==> config.mk <==
export PLATFORM = sky130hd
export DESIGN_NAME = load_store_unit
export DESIGN_NICKNAME = d
export VERILOG_FILES = /design/src/rtl/load_store_unit.sv
export SDC_FILE = /design/constraint.sdc
export NUM_CORES = 1
export LEC_CHECK = 0
export BUFFER_PORTS_ARGS = -buffer_cell sky130_fd_sc_hd__buf_2
export CAP_MARGIN = 20
export CORE_UTILIZATION = 45
export DETAILED_ROUTE_END_ITERATION = 12
export PLACE_DENSITY = 0.84
export REMOVE_ABC_BUFFERS = 1
export SYNTH_ARGS = -nofsm -noshare
export SYNTH_HDL_FRONTEND = slang
export SYNTH_SLANG_ARGS = --single-unit
==> constraint.sdc <==
create_clock -name i_clk -period 2.51 [get_ports i_clk]
set_input_delay 0.251 -clock i_clk [delete_from_list [all_inputs] [get_ports i_clk]]
set_output_delay 0.251 -clock i_clk [all_outputs]
set_load 0.01 [all_outputs]
==> src/rtl/load_store_unit.sv <==
// Load/store sequencer in front of data_cache: one 4-byte read per load, one byte write per store cycle.
// Optional feature: define LOAD_STORE_UNIT_MISALIGN_TRAP_EN to trap misaligned halfword/word accesses.
module load_store_unit #(
  parameter int ADDR_W = 32
) (
  input  logic              i_clk,
  input  logic              i_rst,
  input  logic              i_req_valid,
  output logic              o_req_ready,
  input  logic              i_req_op,
  input  logic [2:0]        i_funct3,
  input  logic [ADDR_W-1:0] i_addr,
  input  logic [31:0]       i_wdata,
  output logic              o_resp_valid,
  output logic [31:0]       o_rdata,
  output logic              o_err,
  output logic [ADDR_W-1:0] o_cache_address,
  output logic [31:0]       o_cache_val,
  output logic              o_cache_op_type,
  input  logic [31:0]       i_cache_val
);

  localparam logic [1:0] IDLE  = 2'd0;
  localparam logic [1:0] LOAD  = 2'd1;
  localparam logic [1:0] STORE = 2'd2;
  localparam logic [1:0] RESP  = 2'd3;

  logic [1:0]        state_q, state_d;
  logic [ADDR_W-1:0] addr_q, addr_d;
  logic [1:0]        k_q, k_d;
  logic [2:0]        funct3_q, funct3_d;
  logic [31:0]       wdata_q, wdata_d;
  logic [31:0]       rdata_q, rdata_d;
  logic              err_q, err_d;

  logic        accept;
  logic        illegal;
  logic        misalign;
  logic        req_err;
  logic [1:0]  last_k;
  logic [31:0] load_val;

  assign accept  = i_req_valid && (state_q == IDLE);
  assign illegal = i_req_op ? (i_funct3 >= 3'd3)
                            : ((i_funct3 == 3'd3) || (i_funct3[2:1] == 2'b11));

`ifdef LOAD_STORE_UNIT_MISALIGN_TRAP_EN
  assign misalign = ((i_funct3[1:0] == 2'b01) && i_addr[0]) ||
                    ((i_funct3[1:0] == 2'b10) && (i_addr[1:0] != 2'b00));
`else
  assign misalign = 1'b0;
`endif

  assign req_err = illegal || misalign;

  // Index of the final byte of the store: SB 0, SH 1, SW 3.
  assign last_k = (funct3_q[1:0] == 2'b10) ? 2'd3 :
                  (funct3_q[1:0] == 2'b01) ? 2'd1 : 2'd0;

  always_comb begin
    load_val = 32'd0;
    case (funct3_q)
      3'd0:    load_val = {{24{i_cache_val[7]}}, i_cache_val[7:0]};
      3'd1:    load_val = {{16{i_cache_val[15]}}, i_cache_val[15:0]};
      3'd2:    load_val = i_cache_val;
      3'd4:    load_val = {24'd0, i_cache_val[7:0]};
      3'd5:    load_val = {16'd0, i_cache_val[15:0]};
      default: load_val = 32'd0;
    endcase
  end

  // NOTE: every signal written here gets a default first, so no latch can be inferred.
  always_comb begin
    state_d  = state_q;
    addr_d   = addr_q;
    k_d      = k_q;
    funct3_d = funct3_q;
    wdata_d  = wdata_q;
    rdata_d  = rdata_q;
    err_d    = err_q;
    case (state_q)
      IDLE: begin
        if (accept) begin
          funct3_d = i_funct3;
          wdata_d  = i_wdata;
          k_d      = 2'd0;
          rdata_d  = 32'd0;
          err_d    = req_err;
          if (req_err) begin
            state_d = RESP;
          end else begin
            // The cache address only moves for real accesses; errors leave it untouched.
            addr_d  = i_addr;
            state_d = i_req_op ? STORE : LOAD;
          end
        end
      end
      LOAD: begin
        rdata_d = load_val;
        state_d = RESP;
      end
      STORE: begin
        if (k_q == last_k) begin
          state_d = RESP;
        end else begin
          k_d    = k_q + 2'd1;
          addr_d = addr_q + ADDR_W'(1);
        end
      end
      RESP:    state_d = IDLE;
      default: state_d = IDLE;
    endcase
  end

  // NOTE: sequential state uses non-blocking assignments; reset is synchronous and wins over every transition.
  always_ff @(posedge i_clk) begin
    if (i_rst) begin
      state_q  <= IDLE;
      addr_q   <= '0;
      k_q      <= 2'd0;
      funct3_q <= 3'd0;
      wdata_q  <= 32'd0;
      rdata_q  <= 32'd0;
      err_q    <= 1'b0;
    end else begin
      state_q  <= state_d;
      addr_q   <= addr_d;
      k_q      <= k_d;
      funct3_q <= funct3_d;
      wdata_q  <= wdata_d;
      rdata_q  <= rdata_d;
      err_q    <= err_d;
    end
  end

  assign o_req_ready     = (state_q == IDLE);
  assign o_resp_valid    = (state_q == RESP);
  assign o_rdata         = (state_q == RESP) ? rdata_q : 32'd0;
  assign o_err           = (state_q == RESP) ? err_q : 1'b0;
  assign o_cache_address = addr_q;
  assign o_cache_op_type = (state_q == STORE);
  assign o_cache_val     = (state_q == STORE) ? {24'd0, wdata_q[{k_q, 3'b000} +: 8]} : 32'd0;

endmodule

==> metrics.md <==
| Metric | Value |
|---|---|
| Nets | ~1.0k |
| Port buffer count | 178 |
| WS Path Type | flop to flop |
| Routed Wire Length | around 16000 um |
| Syn Inst Count | 729 |
| Yosys cell types | between 60 and 70 |
| Global route overflow | 0 |
| Vias per inst | about 5.5 |
| Area leader, netlist | dfxtp_1 |
| DR pass1 iterations | 4 |
| HP Class | input pin to flop |
| Number of global-route vias before repair | 5172 |
| Ports | 203 |
| Unrepaired setup endpoints after global routing | no |
| Hold violation count in the final report | 0 |
| Post-synth ARST share | 0% |
| Slowest CP cell | or4_1 |
| CTS Buf Count | 9 |
| ANT nets after route | 0 |
| Routability Congestion | 0.916 |
| Placed cell areas | between 0.006 and 0.007 mm^2 |
| First-pass GRT wire length | roughly 25000 um |
| Post-CTS Repair Setup Buffers | 0 |
| Synth top area cells | dfxtp_1 36%, nand2_1 7.2%, a21oi_1 5.9%, and2_1 4.9%, a22oi_1 4.5% |
| Fmax | 430 MHz |
| Worst hold margin | 0.136 ns |
| Width of the chip | 115 um |
| Crit path arrival time | 2.60 ns |
| Post-CTS Hold Fix Bufs | 0 |
| Startpoint Class | flop |
| Initial antenna violation count | 1 |
| Skew-Pair Late Insertion Delay | 0.34 ns |
| Initial Util | 46.9% |
| Top FF cell, synth | dfxtp_1 |
| Critical path required time | 2.79 ns |
| P per Cell Area | 991 mW/mm^2 |
| Critical Path End Type | flop |
| Total number of vias | 5830 |
| Kind of cell adding the most delay to the critical path | simple AND/OR/NAND/NOR gates |
| Buf+Inv Stages, Crit Path | 1 |
| Deepest clock path buffer count | 2 |
| FP Rows | 40 |
| Die area | 0.0132 mm^2 |
| Max VDD drop | 596 uV |
| Period utilization | ~93% |
| Top-count cell post-synth | nand2_1 |
| Max incr delay on CP | 0.51 ns |
| Post-route cell area | 0.00707 mm^2 |
| Crit path cell chain | inv_1 > ha_1 > nor2b_1 > a311oi_4 > nand2_4 > or4_1 > a31oi_1 |
| Synth Area per Inst | 7.85 um^2 |
| Tmin final | around 2.3 ns |
| CORE AREA | 0.0122 mm^2 |
| Flop2flop setup slack | roughly 0.19 ns |
| Sequential area share after synthesis | a little over a third |
| Syn Std Cell Area | ~0.0057 mm^2 |
| DRC errors left | 0 |
| Flops & latches, synth | 104 |
| Worst-Margin Slew | 0.598 ns |
| Final setup skew | 0.00615 ns |
| Synth-to-Final Area Change | 23.6% |
| Routed WL per cell | 14.7 um |
| Hpwl dp | 10900 um |
| Post-synth top cells | 110 x nand2_1, 104 x dfxtp_1, 67 x a21oi_1, 60 x nor2_1, 45 x and2_1 |
| Sink count of the clock tree | 104 |
| Number of flops mapped to enable cells by yosys | 0 |
| Clock-pin slew on the worst setup and hold paths | 0.07 ns |
| Final max-slew violation count | 0 |
| 1st-iter DRT viols | 522 |
| Share of Yosys cell area claimed by the top area cell type | 36.4% |
| Synthesis warning total | 0 |
| H-tree levels | 3 |
| Share of layout cells above drive strength 1 | about a quarter |
| Max-slew headroom | 59.9% |
| Largest net degree at the start of global routing | between 70 and 80 |
| Max FO, Critical Path | 15 |
| Status | finished, final reports clean |
| Final Setup Violations | 0 |
| Total power draw | 7.01 mW |
| Leakage power | 3.13 nW |
| Max-cap viol count | 0 |
| Die Ht | roughly 110 um |
| PostCTS Resize Cnt | 0 |
| Global-route usage over all layers | 23.5% |
| CTS Root Cell | clkbuf_16 |
| TritonCTS clock tree | done |
power breakdown:
part / internal (mW) / switching (mW) / total (mW)
Combinational: 1.19 / 1.91 / 3.10
Clock: 0.865 / 0.619 / 1.48
Sequential: 2.04 / 0.384 / 2.43
Total: 4.10 / 2.91 / 7.01
registers in the layout, indices dropped and copies added, names as in the netlist:
register,count
state_q,2
wdata_q,32
rdata_q,32
err_q,1
o_cache_address,32
funct3_q,3
k_q,2
worst reg2reg max path, cell delays in order (launching register included):
cell,delay [ns]
dfxtp_1,0.38
inv_1,0.10
ha_1,0.26
nor2b_1,0.23
a311oi_4,0.42
nand2_4,0.20
or4_1,0.51
a31oi_1,0.16
placed cells by master (no fill, tap or decap), drive strengths merged, types with 6 or more instances in the layout:
master / count
nand3: 21
nor2b: 7
nor3: 12
nand4: 13
o21ai: 31
inv: 18
mux4: 8
clkbuf: 9
a22oi: 34
a21oi: 67
buf: 201
conb: 24
dfxtp: 104
nor2: 60
nand2: 111
a21o: 20
ha: 10
nor4: 12
a31oi: 7
a211oi: 6
and3: 9
and2: 45
cells by family (layout without fill, tap and decap cells):
| family | after synthesis | in the layout | synth area share (%) |
|---|---|---|---|
| other | 1 | 25 | 0.0655 |
| xor gates and xnor gates | 2 | 2 | 0.306 |
| adders and majority gates | 10 | 10 | 2.19 |
| muxes | 13 | 13 | 4.02 |
| buffers and inverters | 91 | 235 | 7.70 |
| DFF | 104 | 104 | 36.4 |
| AOI/OAI and AO/OA | 208 | 208 | 24.2 |
| and+or+nand+nor | 300 | 300 | 25.1 |
through the flow:
step | utilization (%) | setup WS (ns) | TNS [ns] | instances
3_3_place_gp | 55.4 | 0.239 | 0 | 1049
6_report | 57.9 | 0.187 | 0 | 1065
5_1_grt | 57.9 | 0.0355 | 0 | 1064
4_1_cts | 57.9 | 0.130 | 0 | 1064
3_5_place_dp | 55.4 | 0.149 | 0 | 1049
2_1_floorplan | - | -0.833 | -35.11 | 680
layer usage:
| layer | vias to the layer above | GRT usage (%) | part of all wire (%) |
|---|---|---|---|
| li1 | 2873 | - | - |
| met1 | 2698 | 29.8 | 45 |
| met2 | 238 | 38.9 | 47 |
| met3 | 21 | 5.69 | 6.9 |
| met4 | 0 | 8.31 | 1.9 |
| met5 | - | 0 | 0 |
area by class of cell:
type | count | area (um^2)
repair buffers | 201 | 1090
clock inverters | 6 | 85.1
flip-flops and latches | 104 | 2080
diodes | 1 | 2.50
multi-input cells | 557 | 3310
well taps | 168 | 210
clock buffers | 9 | 225
fillers | 1172 | 5140
inverters | 19 | 71.3
final timing paths:
kind                from                  end  cells after the start
max reg2reg   state_q[0]  o_cache_address[29]                      7
min          i_wdata[27]          wdata_q[27]                      3
min reg2reg  wdata_q[15]          wdata_q[15]                      2
max           state_q[0]  o_cache_address[29]                      7
(Power assumes the default switching activity.)
